==> config.mk <==
export PLATFORM = sky130hd
export DESIGN_NAME = alu_regfile_mc
export DESIGN_NICKNAME = d
export VERILOG_FILES = /design/src/rtl/alu_pkg.sv /design/src/rtl/alu_mul_seq.sv /design/src/rtl/alu_regfile_mc.sv
export SDC_FILE = /design/constraint.sdc
export NUM_CORES = 1
export LEC_CHECK = 0
export CAP_MARGIN = 20
export CORE_MARGIN = 2
export CORE_UTILIZATION = 62
export CTS_BUF_LIST = sky130_fd_sc_hd__clkbuf_16
export CTS_CLUSTER_SIZE = 16
export DETAILED_ROUTE_END_ITERATION = 8
export DONT_BUFFER_PORTS = 1
export GPL_TIMING_DRIVEN = 0
export PLACE_DENSITY = 0.87
export SYNTH_ARGS = -nofsm -noshare
export SYNTH_HDL_FRONTEND = slang
export SYNTH_SLANG_ARGS = --single-unit
==> constraint.sdc <==
create_clock -name clk -period 6.9 [get_ports clk]
set_input_delay 1.725 -clock clk [delete_from_list [all_inputs] [get_ports clk]]
set_output_delay 1.725 -clock clk [all_outputs]
set_load 0.005 [all_outputs]
==> src/rtl/alu_pkg.sv <==
// Shared opcodes, FSM states and flag bit positions for the multi-cycle ALU.
package alu_pkg;

    localparam logic [3:0] OP_ADD       = 4'h0;
    localparam logic [3:0] OP_SUB       = 4'h1;
    localparam logic [3:0] OP_AND       = 4'h2;
    localparam logic [3:0] OP_OR        = 4'h3;
    localparam logic [3:0] OP_XOR       = 4'h4;
    localparam logic [3:0] OP_SHL       = 4'h5;
    localparam logic [3:0] OP_SHR       = 4'h6;
    localparam logic [3:0] OP_PASS_B    = 4'h7;
    localparam logic [3:0] OP_REG_WRITE = 4'h8;
    localparam logic [3:0] OP_REG_READ  = 4'h9;
    localparam logic [3:0] OP_ADD_REG   = 4'hA;
    localparam logic [3:0] OP_SUB_REG   = 4'hB;
    localparam logic [3:0] OP_MUL       = 4'hC;
    localparam logic [3:0] OP_ACC       = 4'hD;

    typedef enum logic {IDLE, MUL_RUN} state_t;

    localparam int FLAG_ZERO  = 3;
    localparam int FLAG_SIGN  = 2;
    localparam int FLAG_OVF   = 1;
    localparam int FLAG_CARRY = 0;

endpackage

==> src/rtl/alu_mul_seq.sv <==
// W-cycle shift-add unsigned multiplier. Operands latch on start; one partial
// product per enabled cycle, done/prod present the final sum during the last step.
module alu_mul_seq #(
    parameter int W = 4
) (
    input  logic           clk,
    input  logic           rst_n,
    input  logic           ena,
    input  logic           start,
    input  logic [W-1:0]   a,
    input  logic [W-1:0]   b,
    output logic           busy,
    output logic           done,
    output logic [2*W-1:0] prod
);

    localparam int CW = $clog2(W) + 1;

    logic [2*W-1:0] mcand;
    logic [2*W-1:0] acc;
    logic [2*W-1:0] acc_next;
    logic [W-1:0]   mplier;
    logic [CW-1:0]  cnt;

    assign acc_next = mplier[0] ? acc + mcand : acc;
    // prod is the combinational result of the current step, so the owner can
    // capture the full product on the same edge that retires the last step.
    assign prod     = acc_next;
    assign done     = ena && busy && (cnt == CW'(W - 1));

    always_ff @(posedge clk or negedge rst_n) begin
        if (!rst_n) begin
            mcand  <= '0;
            acc    <= '0;
            mplier <= '0;
            cnt    <= '0;
            busy   <= 1'b0;
        end else if (ena) begin
            if (start) begin
                mcand  <= {{W{1'b0}}, a};
                mplier <= b;
                acc    <= '0;
                cnt    <= '0;
                busy   <= 1'b1;
            end else if (busy) begin
                acc    <= acc_next;
                mcand  <= mcand << 1;
                mplier <= mplier >> 1;
                cnt    <= cnt + 1'b1;
                if (done) busy <= 1'b0;
            end
        end
    end

endmodule

==> src/rtl/alu_regfile_mc.sv <==
// W-bit ALU with a DEPTH-entry register file, valid/ready handshakes and a
// sequential multiplier; results and flags are held until the consumer takes them.
import alu_pkg::*;

module alu_regfile_mc #(
    parameter int  W     = 4,
    parameter int  DEPTH = 8,
    localparam int AW    = $clog2(DEPTH)
) (
    input  logic          clk,
    input  logic          rst_n,
    input  logic          ena,
    input  logic          in_valid,
    output logic          in_ready,
    input  logic [3:0]    op,
    input  logic [W-1:0]  a,
    input  logic [W-1:0]  b,
    input  logic [AW-1:0] addr,
    output logic          out_valid,
    input  logic          out_ready,
    output logic [W-1:0]  result,
    output logic [3:0]    flags
);

    localparam logic [W-1:0] W_MOD = W'(W);

    state_t         state, state_next;
    logic [W-1:0]   rf [DEPTH];
    logic           accept, load, mul_start, mul_busy, mul_done;
    logic [2*W-1:0] mul_prod;

    logic [W-1:0] rval, opnd_y, y_eff, sh_amt, alu_res, ld_res;
    logic [W:0]   sum;
    logic         sub_mode, sum_ovf, alu_c, alu_v, ld_c, ld_v;
    logic [3:0]   ld_flags;

    assign in_ready  = ena && (state == IDLE) && !mul_busy && (!out_valid || out_ready);
    assign accept    = in_valid && in_ready;
    assign mul_start = accept && (op == OP_MUL);
    assign load      = (accept && (op != OP_MUL)) || mul_done;

    alu_mul_seq #(.W(W)) u_mul (
        .clk   (clk),
        .rst_n (rst_n),
        .ena   (ena),
        .start (mul_start),
        .a     (a),
        .b     (b),
        .busy  (mul_busy),
        .done  (mul_done),
        .prod  (mul_prod)
    );

    // One W+1 bit adder serves every add/subtract flavour; subtraction is A + ~Y + 1.
    always_comb begin
        rval     = rf[addr];
        opnd_y   = b;
        sub_mode = 1'b0;
        case (op)
            OP_SUB:     sub_mode = 1'b1;
            OP_ADD_REG: opnd_y   = rval;
            OP_SUB_REG: begin opnd_y = rval; sub_mode = 1'b1; end
            OP_ACC:     opnd_y   = rval;
            default:    ;
        endcase
        y_eff   = sub_mode ? ~opnd_y : opnd_y;
        sum     = {1'b0, a} + {1'b0, y_eff} + {{W{1'b0}}, sub_mode};
        sum_ovf = (a[W-1] == y_eff[W-1]) && (sum[W-1] != a[W-1]);
        sh_amt  = b % W_MOD;
    end

    always_comb begin
        alu_res = '0;
        alu_c   = 1'b0;
        alu_v   = 1'b0;
        case (op)
            OP_ADD, OP_SUB, OP_ADD_REG, OP_SUB_REG, OP_ACC: begin
                alu_res = sum[W-1:0];
                alu_c   = sum[W];
                alu_v   = sum_ovf;
            end
            OP_AND:      alu_res = a & b;
            OP_OR:       alu_res = a | b;
            OP_XOR:      alu_res = a ^ b;
            OP_SHL:      alu_res = a << sh_amt;
            OP_SHR:      alu_res = a >> sh_amt;
            OP_PASS_B:   alu_res = b;
            OP_REG_READ: alu_res = rval;
            default:     ;
        endcase
    end

    always_comb begin
        ld_res   = mul_done ? mul_prod[W-1:0] : alu_res;
        ld_c     = mul_done ? |mul_prod[2*W-1:W] : alu_c;
        ld_v     = mul_done ? |mul_prod[2*W-1:W] : alu_v;
        ld_flags = '0;
        ld_flags[FLAG_ZERO]  = (ld_res == '0);
        ld_flags[FLAG_SIGN]  = ld_res[W-1];
        ld_flags[FLAG_OVF]   = ld_v;
        ld_flags[FLAG_CARRY] = ld_c;
    end

    always_ff @(posedge clk or negedge rst_n) begin
        if (!rst_n) begin
            for (int i = 0; i < DEPTH; i++) rf[i] <= '0;
        end else if (accept && (op == OP_REG_WRITE)) begin
            rf[addr] <= a;
        end else if (accept && (op == OP_ACC)) begin
            rf[addr] <= sum[W-1:0];
        end
    end

    always_ff @(posedge clk or negedge rst_n) begin
        if (!rst_n) begin
            result    <= '0;
            flags     <= 4'b1000;
            out_valid <= 1'b0;
        end else if (ena) begin
            if (load) begin
                result    <= ld_res;
                flags     <= ld_flags;
                out_valid <= 1'b1;
            end else if (out_valid && out_ready) begin
                out_valid <= 1'b0;
            end
        end
    end

    always_ff @(posedge clk or negedge rst_n) begin
        if (!rst_n)   state <= IDLE;
        else if (ena) state <= state_next;
    end

    always_comb begin
        state_next = state;
        case (state)
            IDLE:    if (mul_start) state_next = MUL_RUN;
            MUL_RUN: if (mul_done)  state_next = IDLE;
            default: state_next = IDLE;
        endcase
    end

endmodule

# Word level (Yosys, flattened, before mapping)
# Cells that the tools add are included.
# totals
ff_bits,66
in_bits,20
output_inout_bits,10
word_cells,111
# op_classes
add_sub_neg,4
order_cmp,2
n_eq_ne,17
n_shift,2
n_mux,34
bitwise_logic,6
reduce_logical,29
# ops
cell,count
32-bit bitwise mux,2
32-bit 2-to-1 mux,2
8-bit 2-to-1 mux,5
4-bit 2-to-1 mux,8
4-bit one-hot mux with 8 select lines,1
4-bit equality test (second input constant),6
4-bit by 3-bit equality test with 1-bit output (second input constant),4
1-bit logical AND,13
4-bit binary-select mux with 3-bit select,1
4-bit demux with 3-bit select,1
1-bit 2-to-1 mux,11
8-bit adder,1
4-bit by 2-bit equality test with 1-bit output (second input constant),2
4-bit zero test,2
3-bit 2-to-1 mux,2
2-bit AND reduction,3
2-bit nonzero test,3
4-bit by 4-bit adder with 5-bit output,1
5-bit by 1-bit adder with 5-bit output,1
5-bit OR reduction,1
4-bit AND,1
4-bit by 1-bit equality test with 1-bit output (second input constant),1
4-bit greater-or-equal comparator (second input constant),1
4-bit by 1-bit < comparator with 1-bit output (second input constant),1
18 further kinds,20

# Logic depth before layout (Yosys ltp)
# logic_depth
word_depth,13
depth_mapped,16
ltp_nobuf,14

# Cells and area by module
# Synthesis repeated with hierarchy kept, for this count alone.
# unflattened
cells_unflattened,449
area_unflattened_um2,4505.6
# modules_own_cells
mod,n_inst,cells_per_inst,area_per_inst_um2,seq_area_each_um2
alu_regfile_mc,1,318,3110.5,1027.2
alu_mul_seq,1,131,1395.1,600.6

# Worst setup path after synthesis
# No wires, ideal clock.
# synth_path
path_kind,input to register
from,input addr[0]
to,register flags[2]
setup_ns,0.125
t_arrival_ns,4.770
t_required_ns,6.775
path_slack_ns,2.005
cell_stages,14
n_path_buf,1
cell_sequence,buf_6 -> mux2_2 -> a221oi_1 -> a31oi_1 -> a311oi_1 -> a22oi_1 -> o22ai_1 -> a21oi_1 -> ha_1 -> a21o_2 -> o2111ai_1 -> o21ai_0 -> or4b_4 -> mux2_4
# synth_between
elab_chain_len,11
# synth_lines
element,line,source
from (decl),alu_regfile_mc.sv:18,"input logic [AW-1:0] addr,"
3-bit NOT with 4-bit output (implied by the code) *,alu_regfile_mc.sv:56,rval = rf[addr];
4-bit binary-select mux with 3-bit select *,alu_regfile_mc.sv:56,
4-bit 2-to-1 mux (implied by the code) * (2 in series),alu_regfile_mc.sv:56,
4-bit 2-to-1 mux,alu_regfile_mc.sv:59,case (op)
4-bit NOT,alu_regfile_mc.sv:66,y_eff = sub_mode ? ~opnd_y : opnd_y;
4-bit 2-to-1 mux,alu_regfile_mc.sv:66,
4-bit by 4-bit adder with 5-bit output,alu_regfile_mc.sv:67,"sum = {1'b0, a} + {1'b0, y_eff} + {{W{1'b0}}, sub_mode};"
5-bit by 1-bit adder with 5-bit output,alu_regfile_mc.sv:67,
4-bit one-hot mux with 8 select lines *,alu_regfile_mc.sv:76,case (op)
4-bit 2-to-1 mux *,alu_regfile_mc.sv:94,ld_res = mul_done ? mul_prod[W-1:0] : alu_res;
to (signal assigned),alu_regfile_mc.sv:122,flags <= ld_flags;
to (decl),alu_regfile_mc.sv:22,output logic [3:0] flags
# Mark *: on every way between the ends. The rest lies on a longest branch, timed or not. The select of a mux whose other input is x is not followed.
# A chain may end at the register's enable or synchronous reset.

# Worst setup path after layout
# Same ends and word-level chain as after synthesis.

==> flow_metrics.tcl <==
set metrics [dict create \
    post_synthesis_cell_area_mm2 0.00435 \
    drt_iter0_drc 409 \
    setup_violations 0 \
    hp-class "flop to flop" \
    pin_count_of_the_biggest_net_entering_global_routing 66 \
    ys_seq_area_share_pct 37.4 \
    ctsHoldBuffers 0 \
    layout.filler_cells 482 \
    synth_warn 0 \
    synth_edf_count 0 \
    routedWlPerCell_um 19.1 \
    yosysUniqueCellTypes 64 \
    drv.max_cap_violation_count 0 \
    post-dp-hpwl_um 8090 \
    timing.critical_path.cells "buf_6 -> mux2_2 -> a221oi_1 -> a31oi_1 -> a311oi_1 -> a22oi_1 -> o22ai_1 -> a21oi_1 -> ha_1 -> a21o_2 -> o2111ai_1 -> o21ai_0 -> or4b_4 -> mux2_4" \
    drc 0 \
    tritoncts_num_sinks 65 \
    wl_um 11200 \
    synth-async-reset-ratio_pct 100 \
    crit-reg2reg-capture "flags[2]$_DFFE_PN0P_" \
    clock-root-buffer "sky130_fd_sc_hd__clkbuf_16" \
    grt_setup_unrepaired "false" \
    post_cts_resized 0 \
    grt_pass1_wl_um 18500 \
    slew_headroom_pct 35.8 \
    peakVddDrop_uv 218 \
    post-cts-setup-buffer-count 0 \
    cts_tree "done" \
    final_hold_viol_count 0 \
    cts_inserted_buffers 9 \
    master_of_the_slowest_instance_on_the_critical_path "sky130_fd_sc_hd__a311oi_1" \
    vias_in_the_first_global_route 3841 \
    crit_share_post_route_pct 76.1 \
    fmax_ghz 0.191 \
    syn_to_final_growth_pct 9.11 \
    avgViaCountPerCell 6.57 \
    grtUsageTotal_pct 31.1 \
    grt.overflow.total 0 \
    post_route_cells_drive_above_1_share_pct 12.3 \
    clock_tree.buffer_depth 2 \
    cts.clk_slew.worst_paths_ps 50 \
    p_per_area_mw_per_mm2 288 \
    timing.critical_path.required_ps 7110 \
    worst-r2r-cell-count 13 \
    stdcell_area_mm2 0.00475 \
    layout.cells.most_common "sky130_fd_sc_hd__dfrtp_1" \
    crit_path_end_kind "flop" \
    total_number_of_vias 3829 \
    die_area_mm2 0.00771 \
    synthCells 472 \
    port_buffers 0 \
    fin_tns_setup_ps 0 \
    holdWs_ps 490 \
    setup.reg_to_reg.worst_slack_ps 2890 \
    antenna_cells 0 \
    grt_antenna_before_repair 0 \
    worstPathArrival_ps 5460 \
    mostFrequentLayoutCells "sky130_fd_sc_hd__dfrtp_1, sky130_fd_sc_hd__nand2_1, sky130_fd_sc_hd__nor2_1" \
    worst-slew-pin-transition_ps 954 \
    clk-insertion-delay-late_ps 330 \
    ys_ff_latch 65 \
    synth_top_flop_cell "sky130_fd_sc_hd__dfrtp_1" \
    final.setup_skew_ps 5.48 \
    worstPathMaxFanout 10 \
    leakagePower_nw 2.17 \
    initial_utilization_pct 64.1 \
    startpoint "addr[0]" \
    synthesized_net_count 515 \
    ios 30 \
    fp.dieW_um 87.8 \
    gp_congestion 0.969 \
    chipHeight_um 87.8 \
    slowest_delay_ps 600 \
    finalMaxSlewViolations 0 \
    placeableCoreArea_mm2 0.00679 \
    status "finished clean" \
    detail-route-antenna-nets 0 \
    setup.worst_path.class "primary input to flop" \
    final_net_count 526 \
    avgSynthCellArea_um2 9.22 \
    row_count 30 \
    timing.critical_path.from_type "primary input" \
    drt_pre_antenna_iters 5 \
    timing.final.crit_period_ps 5250 \
    cts.htree.levels 3 \
    rr_startpoint "rf[10]$_DFFE_PN0P_" \
    setup.worst_path.end "flags[2]$_DFFE_PN0P_" \
    detailed_place.area_mm2 0.00447 \
]
==> flip-flops by register name (all words and copies together) (netlist names) <==
register	flops
state	1
u_mul.mcand	8
out_valid	1
u_mul.cnt	3
u_mul.acc	8
u_mul.mplier	4
flags	4
result	3
u_mul.busy	1
rf	32
==> where the power goes <==
| part | leakage, nW | switching [mW] | internal [mW] |
|---|---|---|---|
| combinational | 1.16 | 0.226 | 0.174 |
| clock | 0.141 | 0.154 | 0.272 |
| sequential | 0.871 | 0.0692 | 0.475 |
| total | 2.17 | 0.449 | 0.921 |
==> worst min-delay path by stage <==
| stage | slack, ps | endpoint | cells after the start | start |
|---|---|---|---|---|
| 3_5_place_dp | 480 | state$_DFFE_PN0P_ | 2 | state$_DFFE_PN0P_ |
| 4_1_cts | 490 | state$_DFFE_PN0P_ | 2 | state$_DFFE_PN0P_ |
| 6_report | 490 | state$_DFFE_PN0P_ | 2 | state$_DFFE_PN0P_ |
| 2_1_floorplan | 450 | state$_DFFE_PN0P_ | 2 | state$_DFFE_PN0P_ |
| 5_1_grt | 510 | rf[24]$_DFFE_PN0P_ | 1 | rf[24]$_DFFE_PN0P_ |
| 3_3_place_gp | 470 | state$_DFFE_PN0P_ | 2 | state$_DFFE_PN0P_ |
==> logic make-up (layout without fill, tap and decap cells) <==
kind of cell    Yosys count  in the layout  share of synthesized area [%]
simple gates            152            152                           16.5
compound gates          139            139                           21.5
flops                    65             65                           37.4
mux                      41             41                           11.4
buf+inv                  40             55                           3.79
fa+ha+maj                23             23                           6.95
xor+xnor                 12             12                           2.41
==> synthesized netlist by cell type, types with 3 or more instances <==
library cell	count	share of area (%)
sky130_fd_sc_hd__inv_1	18	1.6
sky130_fd_sc_hd__a211oi_1	8	1.4
sky130_fd_sc_hd__o22ai_1	12	1.7
sky130_fd_sc_hd__mux2_2	30	7.8
sky130_fd_sc_hd__a21o_1	8	1.4
sky130_fd_sc_hd__o21a_1	5	0.86
sky130_fd_sc_hd__xor2_1	3	0.60
sky130_fd_sc_hd__xnor2_1	9	1.8
sky130_fd_sc_hd__nand2b_1	8	1.1
sky130_fd_sc_hd__ha_1	21	6.0
sky130_fd_sc_hd__a22o_1	6	1.2
sky130_fd_sc_hd__o221ai_1	3	0.60
sky130_fd_sc_hd__nor4_1	3	0.43
sky130_fd_sc_hd__dfrtp_1	64	37
sky130_fd_sc_hd__nor3_1	6	0.69
sky130_fd_sc_hd__a22oi_1	9	1.6
sky130_fd_sc_hd__a21oi_1	30	3.4
sky130_fd_sc_hd__o21ai_0	22	2.5
sky130_fd_sc_hd__clkbuf_1	16	1.4
sky130_fd_sc_hd__nand2_1	49	4.2
sky130_fd_sc_hd__buf_2	3	0.34
sky130_fd_sc_hd__nand3_1	13	1.5
sky130_fd_sc_hd__nor2_1	45	3.9
sky130_fd_sc_hd__a31oi_1	9	1.3
sky130_fd_sc_hd__mux2i_1	7	1.6
sky130_fd_sc_hd__nor2b_1	10	1.4
==> critical path, delay by kind of cell <==
family / cells / cell delay, ps
AOI/OAI and AO/OA: 9 / 2070
muxes: 2 / 610
adders and majority gates: 1 / 370
buffers and inverters: 1 / 130
and+or+nand+nor: 1 / 540
==> through the flow <==
stage / cells / power (mW) / setup WS, ps / util [%]
2_1_floorplan: 472 / 0.836 / 2000 / -
3_3_place_gp: 568 / 0.912 / 1570 / 65.9
3_5_place_dp: 568 / 0.939 / 1470 / 65.9
4_1_cts: 583 / 1.37 / 1760 / 69.9
5_1_grt: 583 / 1.45 / 1550 / 69.9
6_report: 583 / 1.37 / 1650 / 69.9
==> layer usage <==
| metal | track usage [%] | part of all wire [%] | vias up |
|---|---|---|---|
| met4 | 14.7 | 4.2 | 0 |
| met5 | 0 | 0 | - |
| li1 | - | - | 1753 |
| met1 | 37.1 | 40 | 1845 |
| met2 | 53.2 | 49 | 182 |
| met3 | 7.16 | 6.6 | 49 |
==> final cells by class <==
cell class	instances	area [um2]	share of cell area, %
clock inverters	6	51.3	1.08
well taps	96	120	2.53
flip-flops and latches	65	1630	34.3
multi-input cells	367	2560	53.9
clock buffers	9	225	4.74
plain buffers	22	97.6	2.05
inverters	18	67.6	1.42
(Power assumes the default switching activity.)
